$ cat config.mk
export PLATFORM = sky130hd
export DESIGN_NAME = alu_arbiter_flat
export DESIGN_NICKNAME = d
export VERILOG_FILES = /design/src/rtl/alu_arbiter_if.sv /design/src/rtl/alu_arbiter.sv /design/src/flat_wrapper.sv
export SDC_FILE = /design/constraint.sdc
export NUM_CORES = 1
export LEC_CHECK = 0
export ABC_AREA = 1
export CAP_MARGIN = 0
export CELL_PAD_IN_SITES_DETAIL_PLACEMENT = 1
export CELL_PAD_IN_SITES_GLOBAL_PLACEMENT = 2
export CORE_MARGIN = 2
export CORE_UTILIZATION = 21
export DETAILED_ROUTE_END_ITERATION = 8
export GPL_TIMING_DRIVEN = 1
export PLACE_DENSITY = 0.81
export SLEW_MARGIN = 30
export SYNTH_ARGS = -nofsm -noshare
export SYNTH_HDL_FRONTEND = slang
export SYNTH_SLANG_ARGS = --single-unit
$ cat constraint.sdc
create_clock -name clk -period 1.8 [get_ports clk]
set_input_delay 0.54 -clock clk [delete_from_list [all_inputs] [get_ports clk]]
set_output_delay 0.54 -clock clk [all_outputs]
set_load 0.02 [all_outputs]
$ cat src/rtl/alu_arbiter_if.sv
// alu_arbiter_if
//   Groups every handshake and ALU bus signal of alu_arbiter.
//   slave  : the arbiter side (takes requests, drives responses and the ALU).
//   master : the environment side (requesters plus the ALU itself).
//   Signals:
//     reqN_valid/ready/cmd/a/b/sc  request channel of requester N (N=0,1)
//     respN_valid/ready            response channel of requester N
//     resp_rslt/resp_flags         captured result, shared by both responses
//     alu_cmd/inA/inB/sc_i         operands driven to the ALU
//     alu_rslt/sc_o/pari/zero/equal  results returned by the ALU
interface alu_arbiter_if #(
    parameter int DW = 8,
    parameter int CW = 4
);
    logic          req0_valid;
    logic          req0_ready;
    logic [CW-1:0] req0_cmd;
    logic [DW-1:0] req0_a;
    logic [DW-1:0] req0_b;
    logic          req0_sc;
    logic          req1_valid;
    logic          req1_ready;
    logic [CW-1:0] req1_cmd;
    logic [DW-1:0] req1_a;
    logic [DW-1:0] req1_b;
    logic          req1_sc;
    logic          resp0_valid;
    logic          resp0_ready;
    logic          resp1_valid;
    logic          resp1_ready;
    logic [DW-1:0] resp_rslt;
    logic [3:0]    resp_flags;
    logic [CW-1:0] alu_cmd;
    logic [DW-1:0] alu_inA;
    logic [DW-1:0] alu_inB;
    logic          alu_sc_i;
    logic [DW-1:0] alu_rslt;
    logic          alu_sc_o;
    logic          alu_pari;
    logic          alu_zero;
    logic          alu_equal;

    modport slave (
        input  req0_valid, req0_cmd, req0_a, req0_b, req0_sc,
        input  req1_valid, req1_cmd, req1_a, req1_b, req1_sc,
        input  resp0_ready, resp1_ready,
        input  alu_rslt, alu_sc_o, alu_pari, alu_zero, alu_equal,
        output req0_ready, req1_ready, resp0_valid, resp1_valid,
        output resp_rslt, resp_flags,
        output alu_cmd, alu_inA, alu_inB, alu_sc_i
    );

    modport master (
        output req0_valid, req0_cmd, req0_a, req0_b, req0_sc,
        output req1_valid, req1_cmd, req1_a, req1_b, req1_sc,
        output resp0_ready, resp1_ready,
        output alu_rslt, alu_sc_o, alu_pari, alu_zero, alu_equal,
        input  req0_ready, req1_ready, resp0_valid, resp1_valid,
        input  resp_rslt, resp_flags,
        input  alu_cmd, alu_inA, alu_inB, alu_sc_i
    );
endinterface

$ cat src/rtl/alu_arbiter.sv
// alu_arbiter
//   Shares one ALU between two requesters. A granted request is latched into
//   the ALU operand registers, held for EXEC_CYCLES cycles, then the ALU
//   result/flags are captured and returned to the winner. One op in flight.
//   Ports:
//     clk     clock
//     reset   synchronous, active-high reset
//     bus_io  alu_arbiter_if.slave (request, response and ALU buses)
//   Configuration macro:
//     ALU_ARB_FIXED_PRIO_EN  defined: req0 always wins ties (fixed priority).
//                            undefined: round-robin on ties (default).
module alu_arbiter #(
    parameter int DW          = 8,
    parameter int CW          = 4,
    parameter int EXEC_CYCLES = 1
) (
    input  logic         clk,
    input  logic         reset,
    alu_arbiter_if.slave bus_io
);
    typedef enum logic [1:0] {
        ST_IDLE = 2'd0,
        ST_EXEC = 2'd1,
        ST_RESP = 2'd2
    } state_t;

    localparam logic [CW-1:0] NOP_CMD  = {CW{1'b1}};
    localparam logic [3:0]    LAST_CNT = 4'(EXEC_CYCLES - 1);

    state_t        state_q, state_d;
    logic          grant_q, grant_d;
    logic [3:0]    cnt_q, cnt_d;
    logic [CW-1:0] alu_cmd_q, alu_cmd_d;
    logic [DW-1:0] alu_a_q, alu_a_d;
    logic [DW-1:0] alu_b_q, alu_b_d;
    logic          alu_sc_q, alu_sc_d;
    logic [DW-1:0] rslt_q, rslt_d;
    logic [3:0]    flags_q, flags_d;
    logic          resp0_valid_q, resp0_valid_d;
    logic          resp1_valid_q, resp1_valid_d;

    logic          win_s;      // requester that would be granted now
    logic          ready0_s;
    logic          ready1_s;
    logic          accept_s;
    logic          resp_ready_s;

`ifdef ALU_ARB_FIXED_PRIO_EN
    // Fixed priority: req0 wins whenever it is valid, so no grant history is kept.
    always_comb begin
        if (bus_io.req0_valid) begin
            win_s = 1'b0;
        end else begin
            win_s = 1'b1;
        end
    end
`else
    logic last_grant_q;

    // Round-robin grant: on a tie the requester that was not served last wins.
    always_comb begin
        if (bus_io.req0_valid && bus_io.req1_valid) begin
            win_s = ~last_grant_q;
        end else if (bus_io.req0_valid) begin
            win_s = 1'b0;
        end else begin
            win_s = 1'b1;
        end
    end

    // Grant history, updated only when a request is actually accepted.
    always_ff @(posedge clk) begin
        if (reset) begin
            last_grant_q <= 1'b1;
        end else if (accept_s) begin
            last_grant_q <= win_s;
        end else begin
            last_grant_q <= last_grant_q;
        end
    end
`endif

    // Ready is offered only in IDLE and only to the winner; win_s is 1 when
    // nobody is valid, so ready1 still needs req1_valid.
    assign ready0_s     = (state_q == ST_IDLE) && bus_io.req0_valid && !win_s;
    assign ready1_s     = (state_q == ST_IDLE) && bus_io.req1_valid && win_s;
    assign accept_s     = ready0_s || ready1_s;
    // Only the granted requester's consume strobe matters.
    assign resp_ready_s = grant_q ? bus_io.resp1_ready : bus_io.resp0_ready;

    // Next-state and registered-output logic of the IDLE/EXEC/RESP sequencer.
    always_comb begin
        state_d       = state_q;
        grant_d       = grant_q;
        cnt_d         = cnt_q;
        alu_cmd_d     = alu_cmd_q;
        alu_a_d       = alu_a_q;
        alu_b_d       = alu_b_q;
        alu_sc_d      = alu_sc_q;
        rslt_d        = rslt_q;
        flags_d       = flags_q;
        resp0_valid_d = resp0_valid_q;
        resp1_valid_d = resp1_valid_q;
        case (state_q)
            ST_IDLE: begin
                if (accept_s) begin
                    grant_d = win_s;
                    cnt_d   = 4'd0;
                    state_d = ST_EXEC;
                    if (win_s) begin
                        alu_cmd_d = bus_io.req1_cmd;
                        alu_a_d   = bus_io.req1_a;
                        alu_b_d   = bus_io.req1_b;
                        alu_sc_d  = bus_io.req1_sc;
                    end else begin
                        alu_cmd_d = bus_io.req0_cmd;
                        alu_a_d   = bus_io.req0_a;
                        alu_b_d   = bus_io.req0_b;
                        alu_sc_d  = bus_io.req0_sc;
                    end
                end else begin
                    state_d = ST_IDLE;
                end
            end
            ST_EXEC: begin
                if (cnt_q == LAST_CNT) begin
                    // Last hold cycle: sample the ALU and park it on NOP.
                    rslt_d        = bus_io.alu_rslt;
                    flags_d       = {bus_io.alu_sc_o, bus_io.alu_pari,
                                     bus_io.alu_zero, bus_io.alu_equal};
                    alu_cmd_d     = NOP_CMD;
                    alu_a_d       = {DW{1'b0}};
                    alu_b_d       = {DW{1'b0}};
                    alu_sc_d      = 1'b0;
                    cnt_d         = 4'd0;
                    resp0_valid_d = ~grant_q;
                    resp1_valid_d = grant_q;
                    state_d       = ST_RESP;
                end else begin
                    cnt_d = cnt_q + 4'd1;
                end
            end
            ST_RESP: begin
                if (resp_ready_s) begin
                    resp0_valid_d = 1'b0;
                    resp1_valid_d = 1'b0;
                    state_d       = ST_IDLE;
                end else begin
                    state_d = ST_RESP;
                end
            end
            default: begin
                state_d       = ST_IDLE;
                cnt_d         = 4'd0;
                alu_cmd_d     = NOP_CMD;
                alu_a_d       = {DW{1'b0}};
                alu_b_d       = {DW{1'b0}};
                alu_sc_d      = 1'b0;
                resp0_valid_d = 1'b0;
                resp1_valid_d = 1'b0;
            end
        endcase
    end

    // State and output registers; reset abandons any in-flight operation.
    always_ff @(posedge clk) begin
        if (reset) begin
            state_q       <= ST_IDLE;
            grant_q       <= 1'b0;
            cnt_q         <= 4'd0;
            alu_cmd_q     <= NOP_CMD;
            alu_a_q       <= {DW{1'b0}};
            alu_b_q       <= {DW{1'b0}};
            alu_sc_q      <= 1'b0;
            rslt_q        <= {DW{1'b0}};
            flags_q       <= 4'd0;
            resp0_valid_q <= 1'b0;
            resp1_valid_q <= 1'b0;
        end else begin
            state_q       <= state_d;
            grant_q       <= grant_d;
            cnt_q         <= cnt_d;
            alu_cmd_q     <= alu_cmd_d;
            alu_a_q       <= alu_a_d;
            alu_b_q       <= alu_b_d;
            alu_sc_q      <= alu_sc_d;
            rslt_q        <= rslt_d;
            flags_q       <= flags_d;
            resp0_valid_q <= resp0_valid_d;
            resp1_valid_q <= resp1_valid_d;
        end
    end

    assign bus_io.req0_ready  = ready0_s;
    assign bus_io.req1_ready  = ready1_s;
    assign bus_io.resp0_valid = resp0_valid_q;
    assign bus_io.resp1_valid = resp1_valid_q;
    assign bus_io.resp_rslt   = rslt_q;
    assign bus_io.resp_flags  = flags_q;
    assign bus_io.alu_cmd     = alu_cmd_q;
    assign bus_io.alu_inA     = alu_a_q;
    assign bus_io.alu_inB     = alu_b_q;
    assign bus_io.alu_sc_i    = alu_sc_q;
endmodule

$ cat src/flat_wrapper.sv
// flat-port wrapper written by rule: the top's interface ports become plain ports
module alu_arbiter_flat 
#(
    parameter int DW          = 8,
    parameter int CW          = 4,
    parameter int EXEC_CYCLES = 1
)
  (clk, reset, bus_io_req0_valid, bus_io_req0_cmd, bus_io_req0_a, bus_io_req0_b, bus_io_req0_sc, bus_io_req1_valid, bus_io_req1_cmd, bus_io_req1_a, bus_io_req1_b, bus_io_req1_sc, bus_io_resp0_ready, bus_io_resp1_ready, bus_io_alu_rslt, bus_io_alu_sc_o, bus_io_alu_pari, bus_io_alu_zero, bus_io_alu_equal, bus_io_req0_ready, bus_io_req1_ready, bus_io_resp0_valid, bus_io_resp1_valid, bus_io_resp_rslt, bus_io_resp_flags, bus_io_alu_cmd, bus_io_alu_inA, bus_io_alu_inB, bus_io_alu_sc_i);
  alu_arbiter_if #(.DW(DW), .CW(CW)) bus_io_i ();
  input  logic clk;
  input  logic reset;
  input wire logic [$bits(bus_io_i.req0_valid)-1:0] bus_io_req0_valid;
  input wire logic [$bits(bus_io_i.req0_cmd)-1:0] bus_io_req0_cmd;
  input wire logic [$bits(bus_io_i.req0_a)-1:0] bus_io_req0_a;
  input wire logic [$bits(bus_io_i.req0_b)-1:0] bus_io_req0_b;
  input wire logic [$bits(bus_io_i.req0_sc)-1:0] bus_io_req0_sc;
  input wire logic [$bits(bus_io_i.req1_valid)-1:0] bus_io_req1_valid;
  input wire logic [$bits(bus_io_i.req1_cmd)-1:0] bus_io_req1_cmd;
  input wire logic [$bits(bus_io_i.req1_a)-1:0] bus_io_req1_a;
  input wire logic [$bits(bus_io_i.req1_b)-1:0] bus_io_req1_b;
  input wire logic [$bits(bus_io_i.req1_sc)-1:0] bus_io_req1_sc;
  input wire logic [$bits(bus_io_i.resp0_ready)-1:0] bus_io_resp0_ready;
  input wire logic [$bits(bus_io_i.resp1_ready)-1:0] bus_io_resp1_ready;
  input wire logic [$bits(bus_io_i.alu_rslt)-1:0] bus_io_alu_rslt;
  input wire logic [$bits(bus_io_i.alu_sc_o)-1:0] bus_io_alu_sc_o;
  input wire logic [$bits(bus_io_i.alu_pari)-1:0] bus_io_alu_pari;
  input wire logic [$bits(bus_io_i.alu_zero)-1:0] bus_io_alu_zero;
  input wire logic [$bits(bus_io_i.alu_equal)-1:0] bus_io_alu_equal;
  output wire logic [$bits(bus_io_i.req0_ready)-1:0] bus_io_req0_ready;
  output wire logic [$bits(bus_io_i.req1_ready)-1:0] bus_io_req1_ready;
  output wire logic [$bits(bus_io_i.resp0_valid)-1:0] bus_io_resp0_valid;
  output wire logic [$bits(bus_io_i.resp1_valid)-1:0] bus_io_resp1_valid;
  output wire logic [$bits(bus_io_i.resp_rslt)-1:0] bus_io_resp_rslt;
  output wire logic [$bits(bus_io_i.resp_flags)-1:0] bus_io_resp_flags;
  output wire logic [$bits(bus_io_i.alu_cmd)-1:0] bus_io_alu_cmd;
  output wire logic [$bits(bus_io_i.alu_inA)-1:0] bus_io_alu_inA;
  output wire logic [$bits(bus_io_i.alu_inB)-1:0] bus_io_alu_inB;
  output wire logic [$bits(bus_io_i.alu_sc_i)-1:0] bus_io_alu_sc_i;
  assign bus_io_i.req0_valid = bus_io_req0_valid;
  assign bus_io_i.req0_cmd = bus_io_req0_cmd;
  assign bus_io_i.req0_a = bus_io_req0_a;
  assign bus_io_i.req0_b = bus_io_req0_b;
  assign bus_io_i.req0_sc = bus_io_req0_sc;
  assign bus_io_i.req1_valid = bus_io_req1_valid;
  assign bus_io_i.req1_cmd = bus_io_req1_cmd;
  assign bus_io_i.req1_a = bus_io_req1_a;
  assign bus_io_i.req1_b = bus_io_req1_b;
  assign bus_io_i.req1_sc = bus_io_req1_sc;
  assign bus_io_i.resp0_ready = bus_io_resp0_ready;
  assign bus_io_i.resp1_ready = bus_io_resp1_ready;
  assign bus_io_i.alu_rslt = bus_io_alu_rslt;
  assign bus_io_i.alu_sc_o = bus_io_alu_sc_o;
  assign bus_io_i.alu_pari = bus_io_alu_pari;
  assign bus_io_i.alu_zero = bus_io_alu_zero;
  assign bus_io_i.alu_equal = bus_io_alu_equal;
  assign bus_io_req0_ready = bus_io_i.req0_ready;
  assign bus_io_req1_ready = bus_io_i.req1_ready;
  assign bus_io_resp0_valid = bus_io_i.resp0_valid;
  assign bus_io_resp1_valid = bus_io_i.resp1_valid;
  assign bus_io_resp_rslt = bus_io_i.resp_rslt;
  assign bus_io_resp_flags = bus_io_i.resp_flags;
  assign bus_io_alu_cmd = bus_io_i.alu_cmd;
  assign bus_io_alu_inA = bus_io_i.alu_inA;
  assign bus_io_alu_inB = bus_io_i.alu_inB;
  assign bus_io_alu_sc_i = bus_io_i.alu_sc_i;
  alu_arbiter #(.DW(DW), .CW(CW), .EXEC_CYCLES(EXEC_CYCLES)) u_core (.clk(clk), .reset(reset), .bus_io(bus_io_i));
endmodule
# == Word level (Yosys, flattened, before mapping) ==
# Index checks and enable logic that the tools add are counted.
# W data, S select, Z words.
# classes
addsub,1
reduce_logical,14
n_bitwise,4
n_eq_ne,5
n_mux,30
# op_table
op,count
$pmux W8 S3,2
$mux W8,5
$pmux W4 S3,2
$mux W4,5
$mux W1,10
$pmux W1 S3,3
$ne A2 B1 Y1 const B,3
$pmux W2 S3,1
$reduce_and A2 Y1,3
$reduce_and A3 Y1,2
$logic_and A1 B1 Y1,5
$add A4 B1 Y4 const B,1
$logic_not A4 Y1,1
$mux W2,2
$not A1 Y1,4
$eq A2 B1 Y1 const B,1
$eq A2 B2 Y1 const B,1
$logic_not A2 Y1,1
$logic_not A1 Y1,1
$logic_or A1 B1 Y1,1
# word_totals
out_inout_bits,37
input_bits,60
register_bits,43

# == Depth between registers and ports, before layout ==
# depth
depth_word,7
depth_mapped,10

# == Least setup slack after synthesis ==
# No wires, ideal clock.
# synth_timing
path_type,input to output
start,input port bus_io_req1_valid
end,output port bus_io_req1_ready
required_time_ns,1.260
stages,5
setup_slack_ns,-0.130
arrival_time_ns,1.390
path_cell_list,nand2_1 > nand2_2 > inv_1 > buf_2 > nor3_1
# synth_between
elab_chain_len,3
word_cells_on_any_way,4
cone_classes,mux: 1; reduce/logical: 3
# synth_rtl
element,line,rtl
start: declaration,flat_wrapper.sv:17,input wire logic [$bits(bus_io_i.req1_valid)-1:0] bus_io_req1_valid;
$logic_and A1 B1 Y1,alu_arbiter.sv:62,if (bus_io.req0_valid && bus_io.req1_valid) begin
$mux W1,alu_arbiter.sv:62,
$logic_and A1 B1 Y1 *,alu_arbiter.sv:86,assign ready1_s = (state_q == ST_IDLE) && bus_io.req1_valid && win_s;
end: declaration,flat_wrapper.sv:30,output wire logic [$bits(bus_io_i.req1_ready)-1:0] bus_io_req1_ready;
# Every way passes the cells marked *; elsewhere a longest branch is shown, timed or not.

# == Final worst setup path ==
# layout_timing
start,input port bus_io_req0_valid
end,output port bus_io_req1_ready
# layout_between
elab_chain_len,3
word_cells_on_any_way,4
cone_classes,mux: 2; reduce/logical: 2
# layout_rtl
element,line,rtl
start: declaration,flat_wrapper.sv:12,input wire logic [$bits(bus_io_i.req0_valid)-1:0] bus_io_req0_valid;
$mux W1 or $logic_and A1 B1 Y1 (tied branches),"alu_arbiter.sv:64, alu_arbiter.sv:62",
$mux W1 *,alu_arbiter.sv:62,
$logic_and A1 B1 Y1 *,alu_arbiter.sv:86,
# Marks and branches as above.

==> flow_summary_export.csv <==
group,metric,value,unit
synthesis,synth_adder_area_share,1.16,%
critical_path,worst_r2r_endpoint,"u_core.cnt_q[0]",
synthesis,netlist.area_leader.share,39.8,%
cts,cts_max_level,2,
cells_and_area,final.fill_count,1283,
grt,track_usage,13.4,%
critical_path,r2r_cells,10,
synthesis,synth.yosys.warnings,0,
critical_path,max_stage_delay,240,ps
synthesis,syn-cell-area,0.00216,mm2
detailed_routing,avg_vias_per_cell,4.14,
die,die_y,105,um
worst_hold_path,hold_path_startpoint,"u_core.bus_io.resp1_valid",
cells_and_area,drive_gt1_share,11.2,%
synthesis,count_of_flip_flops_with_a_built_in_enable_after_synthesis,0,
synthesis,synth-simple-area-share,37.8,%
cells_and_area,layout.core_utilization,34.1,%
pwr,design_power_total,2.89,mW
cts,cts.sinks,43,
critical_path,endpoint_kind,"output pin",
detailed_routing,wl_per_cell,12.5,um
synthesis,post_synth_inst_count,329,
critical_path,critical_path.top_delay_family,"buffers and inverters",
die,chipWidth,105,um
cts,clk_pin_slew,80,ps
synthesis,yosys-top-cells-area,"dfxtp_1 40%, nand2_1 17%, nor2_1 10%",
timing,finalClockSkew,7.57,ps
synthesis,avgSynthCellArea,6.58,um2
flow_run,drv_cap,0,
timing,final_worst_path_period_share,96.9,%
cts,worst_skew_pair.late_latency,300,ps
outcome,run_status,"finished, final reports clean",
timing,final_max_slew_viol_count,0,
synthesis,synth.ff_latch_count,43,
synthesis,synth_top_flop_cell,"dfxtp_1",
synthesis,synthXorXnorAreaFrac,0.405,%
critical_path,critical_path.max_fanout,3,
detailed_routing,drt_pass1_iterations,3,
grt,grt_max_degree,27,
detailed_routing,detail_route.wirelength,7160,um
grt,grt_pass1_wl,12200,um
synthesis,yosys.cell_count.top_type,"nand2_1",
die,core-area,0.0101,mm2
pwr,power-per-cell-area,837,mW/mm2
cts,clock_tree_from_tritoncts,"yes",
cells_and_area,flow.area_growth_from_synthesis,59.6,%
detailed_routing,first_iter_violations,84,
timing,final-setup-viol-count,0,
place,gp_congestion,0.730,
synthesis,synth_compound_gate_area_share,8.44,%
worst_hold_path,hold_path_class,"reg2reg",
cts,cts-buffers-inserted,5,
critical_path,critPathArrivalTime,1200,ps
pwr,vdd.ir_drop.worst,0.318,mV
place,detailed_place_hpwl,5300,um
cells_and_area,seq_area,862,um2
place,port_buffers,96,
cts,clk_path_buf_depth,2,
cells_and_area,multi_input_comb_area,0.00104,mm2
critical_path,rr_startpoint,"u_core.last_grant_q",
cells_and_area,num-nets-final,500,
cts,postCtsHoldBufs,0,
synthesis,synth_common_cells,"98 x nand2_1, 60 x nor2_1, 43 x dfxtp_1",
die,std_cell_rows,37,
synthesis,postSynthNetCount,391,
critical_path,crit_path_cell_trace,"dlygate4sd2_1 -> nand2_2 -> inv_1 -> nor3_2 -> buf_4",
timing,timing.final.hold_violations,0,
critical_path,path_buf_inv,3,
detailed_routing,ant_nets,0,
synthesis,yosysSeqAreaShare,39.8,%
die,ios,97,
critical_path,crit_type,"in2out",
synthesis,synth_top_area_cell,"dfxtp_1",
critical_path,timing.critical_path.required,1260,ps
cts,clock_tree.root_cell,"clkbuf_8",
critical_path,cpMaxStageDelayCell,"dlygate4sd2_1",
critical_path,r2r_slack,200,ps
synthesis,synth_top_family_by_area,"simple AND/OR/NAND/NOR gates",
grt,antenna_found_initial,0,
grt,grt_pass1_vias,2508,
synthesis,synth_cell_type_count,23,
timing,fin_crit,1740,ps
timing,timing_worst_slew_pin_value,273,ps
cells_and_area,num_antenna_cells,0,
worst_hold_path,whs_path_depth,2,
timing,slew_headroom,81.8,%
detailed_routing,routed-via-count,2381,
synthesis,synth_mux_area_share,0,%
grt,grt_remaining_overflow,0,
die,initial_standard_cell_utilization_of_the_core,21.3,%
synthesis,asyncSetResetFlopFracSynth,0,%
die,fp.dieArea,0.0111,mm2
worst_hold_path,hold_path_end,"u_core.bus_io.resp1_valid",
timing,fmax,0.573,GHz
detailed_routing,route.detailed.drc,0,
critical_path,start_kind,"input pin",
pwr,static-leakage-power,1.72,nW
==> registers in the layout (all words and copies together), names as in the netlist <==
register,flops
u_core.bus_io.alu_cmd,4
u_core.bus_io.resp1_valid,1
u_core.bus_io.resp0_valid,1
u_core.bus_io.alu_sc_i,1
u_core.bus_io.resp_rslt,8
u_core.state_q,2
u_core.bus_io.resp_flags,4
u_core.bus_io.alu_inB,8
u_core.last_grant_q,1
u_core.grant_q,1
u_core.bus_io.alu_inA,8
u_core.cnt_q,4
==> logic make-up (layout without fill, tap and decap cells) <==
| family | after synthesis | count (layout) |
|---|---|---|
| AOI/OAI and AO/OA | 36 | 36 |
| and+or+nand+nor | 191 | 191 |
| DFF | 43 | 43 |
| adders and majority gates | 2 | 2 |
| xor gates and xnor gates | 1 | 1 |
| buffers and inverters | 56 | 166 |
==> power by group <==
part | internal, mW | total (mW) | switching (mW)
registers | 1.07 | 1.12 | 0.0575
logic | 0.438 | 0.990 | 0.552
clock network | 0.414 | 0.776 | 0.362
total | 1.92 | 2.89 | 0.971
==> per-layer routing <==
| layer | global-route usage, % | share of wire, % | wire length [um] | vias to the layer above |
|---|---|---|---|---|
| met1 | 16.9 | 49 | 3480 | 1088 |
| met5 | 0 | 0 | 0 | - |
| met2 | 22.4 | 44 | 3150 | 71 |
| li1 | - | - | - | 1218 |
| met4 | 2.54 | 0.77 | 55 | 0 |
| met3 | 4.27 | 6.7 | 481 | 4 |
==> cell type report <==
cell class	count	area share, %
well taps	136	4.93
flip-flops and latches	43	25.0
repair buffers	117	32.2
clock inverters	3	1.27
multi-input cells	230	30.2
inverters	41	4.46
clock buffers	5	1.99
==> timing repair <==
action / 4_1_cts / 5_1_grt
gates resized for setup: 47 / 6
buffers inserted: 1 / 0
pin swaps: 3 / 2
endpoints found under the setup margin: 54 / 10
==> through the flow <==
step / instances / setup WS, ps / instance area (um2) / setup TNS (ps) / hold slack, ps
after CTS: 575 / 0.647 / 3450 / 0 / 474
after detailed placement: 566 / -733 / 3360 / -10480 / 461
after global placement: 566 / -711 / 3360 / -9160 / 457
after floorplan: 329 / 46.2 / 2170 / 0 / 454
after global routing: 575 / -0.576 / 3450 / -0.576 / 504
final: 575 / 55.2 / 3450 / 0 / 471
==> worst register-to-register path, cell delays in order (launching register included) <==
cell	delay, ps
dfxtp_2	340
inv_1	50
nand2_1	60
nand2_2	90
buf_4	110
buf_4	260
nand3_2	150
nand2_1	160
buf_4	150
nand2_1	50
a21oi_1	120
==> placed cells by master (no fill, tap or decap), drive strengths merged <==
cell type / Yosys / layout
dfxtp: 43 / 43
a21oi: 21 / 21
o31ai: 1 / 1
nand4: 4 / 4
inv: 40 / 40
clkdlybuf4s50: 0 / 57
nor3: 1 / 1
clkbuf: 0 / 6
o21ai: 14 / 14
bufinv: 0 / 1
clkinv: 1 / 3
dlymetal6s2s: 0 / 4
xor2: 1 / 1
buf: 15 / 23
dlygate4sd2: 0 / 32
nand3: 19 / 19
ha: 2 / 2
nand2: 102 / 102
nor2: 65 / 65
==> worst max-delay path by stage <==
stage	to	cells past startpoint	slack [ps]	from
after floorplan	bus_io_req1_ready	5	50	bus_io_req1_valid
after global placement	bus_io_req1_ready	6	-710	bus_io_req1_valid
after detailed placement	bus_io_req1_ready	6	-730	bus_io_req1_valid
after CTS	bus_io_alu_inA[6]	1	0.6	u_core.bus_io.alu_inA[6]
after global routing	bus_io_req1_ready	5	-0.6	bus_io_req0_valid
final	bus_io_req1_ready	5	60	bus_io_req0_valid
No activity file was read; power rests on OpenSTA's default activity.
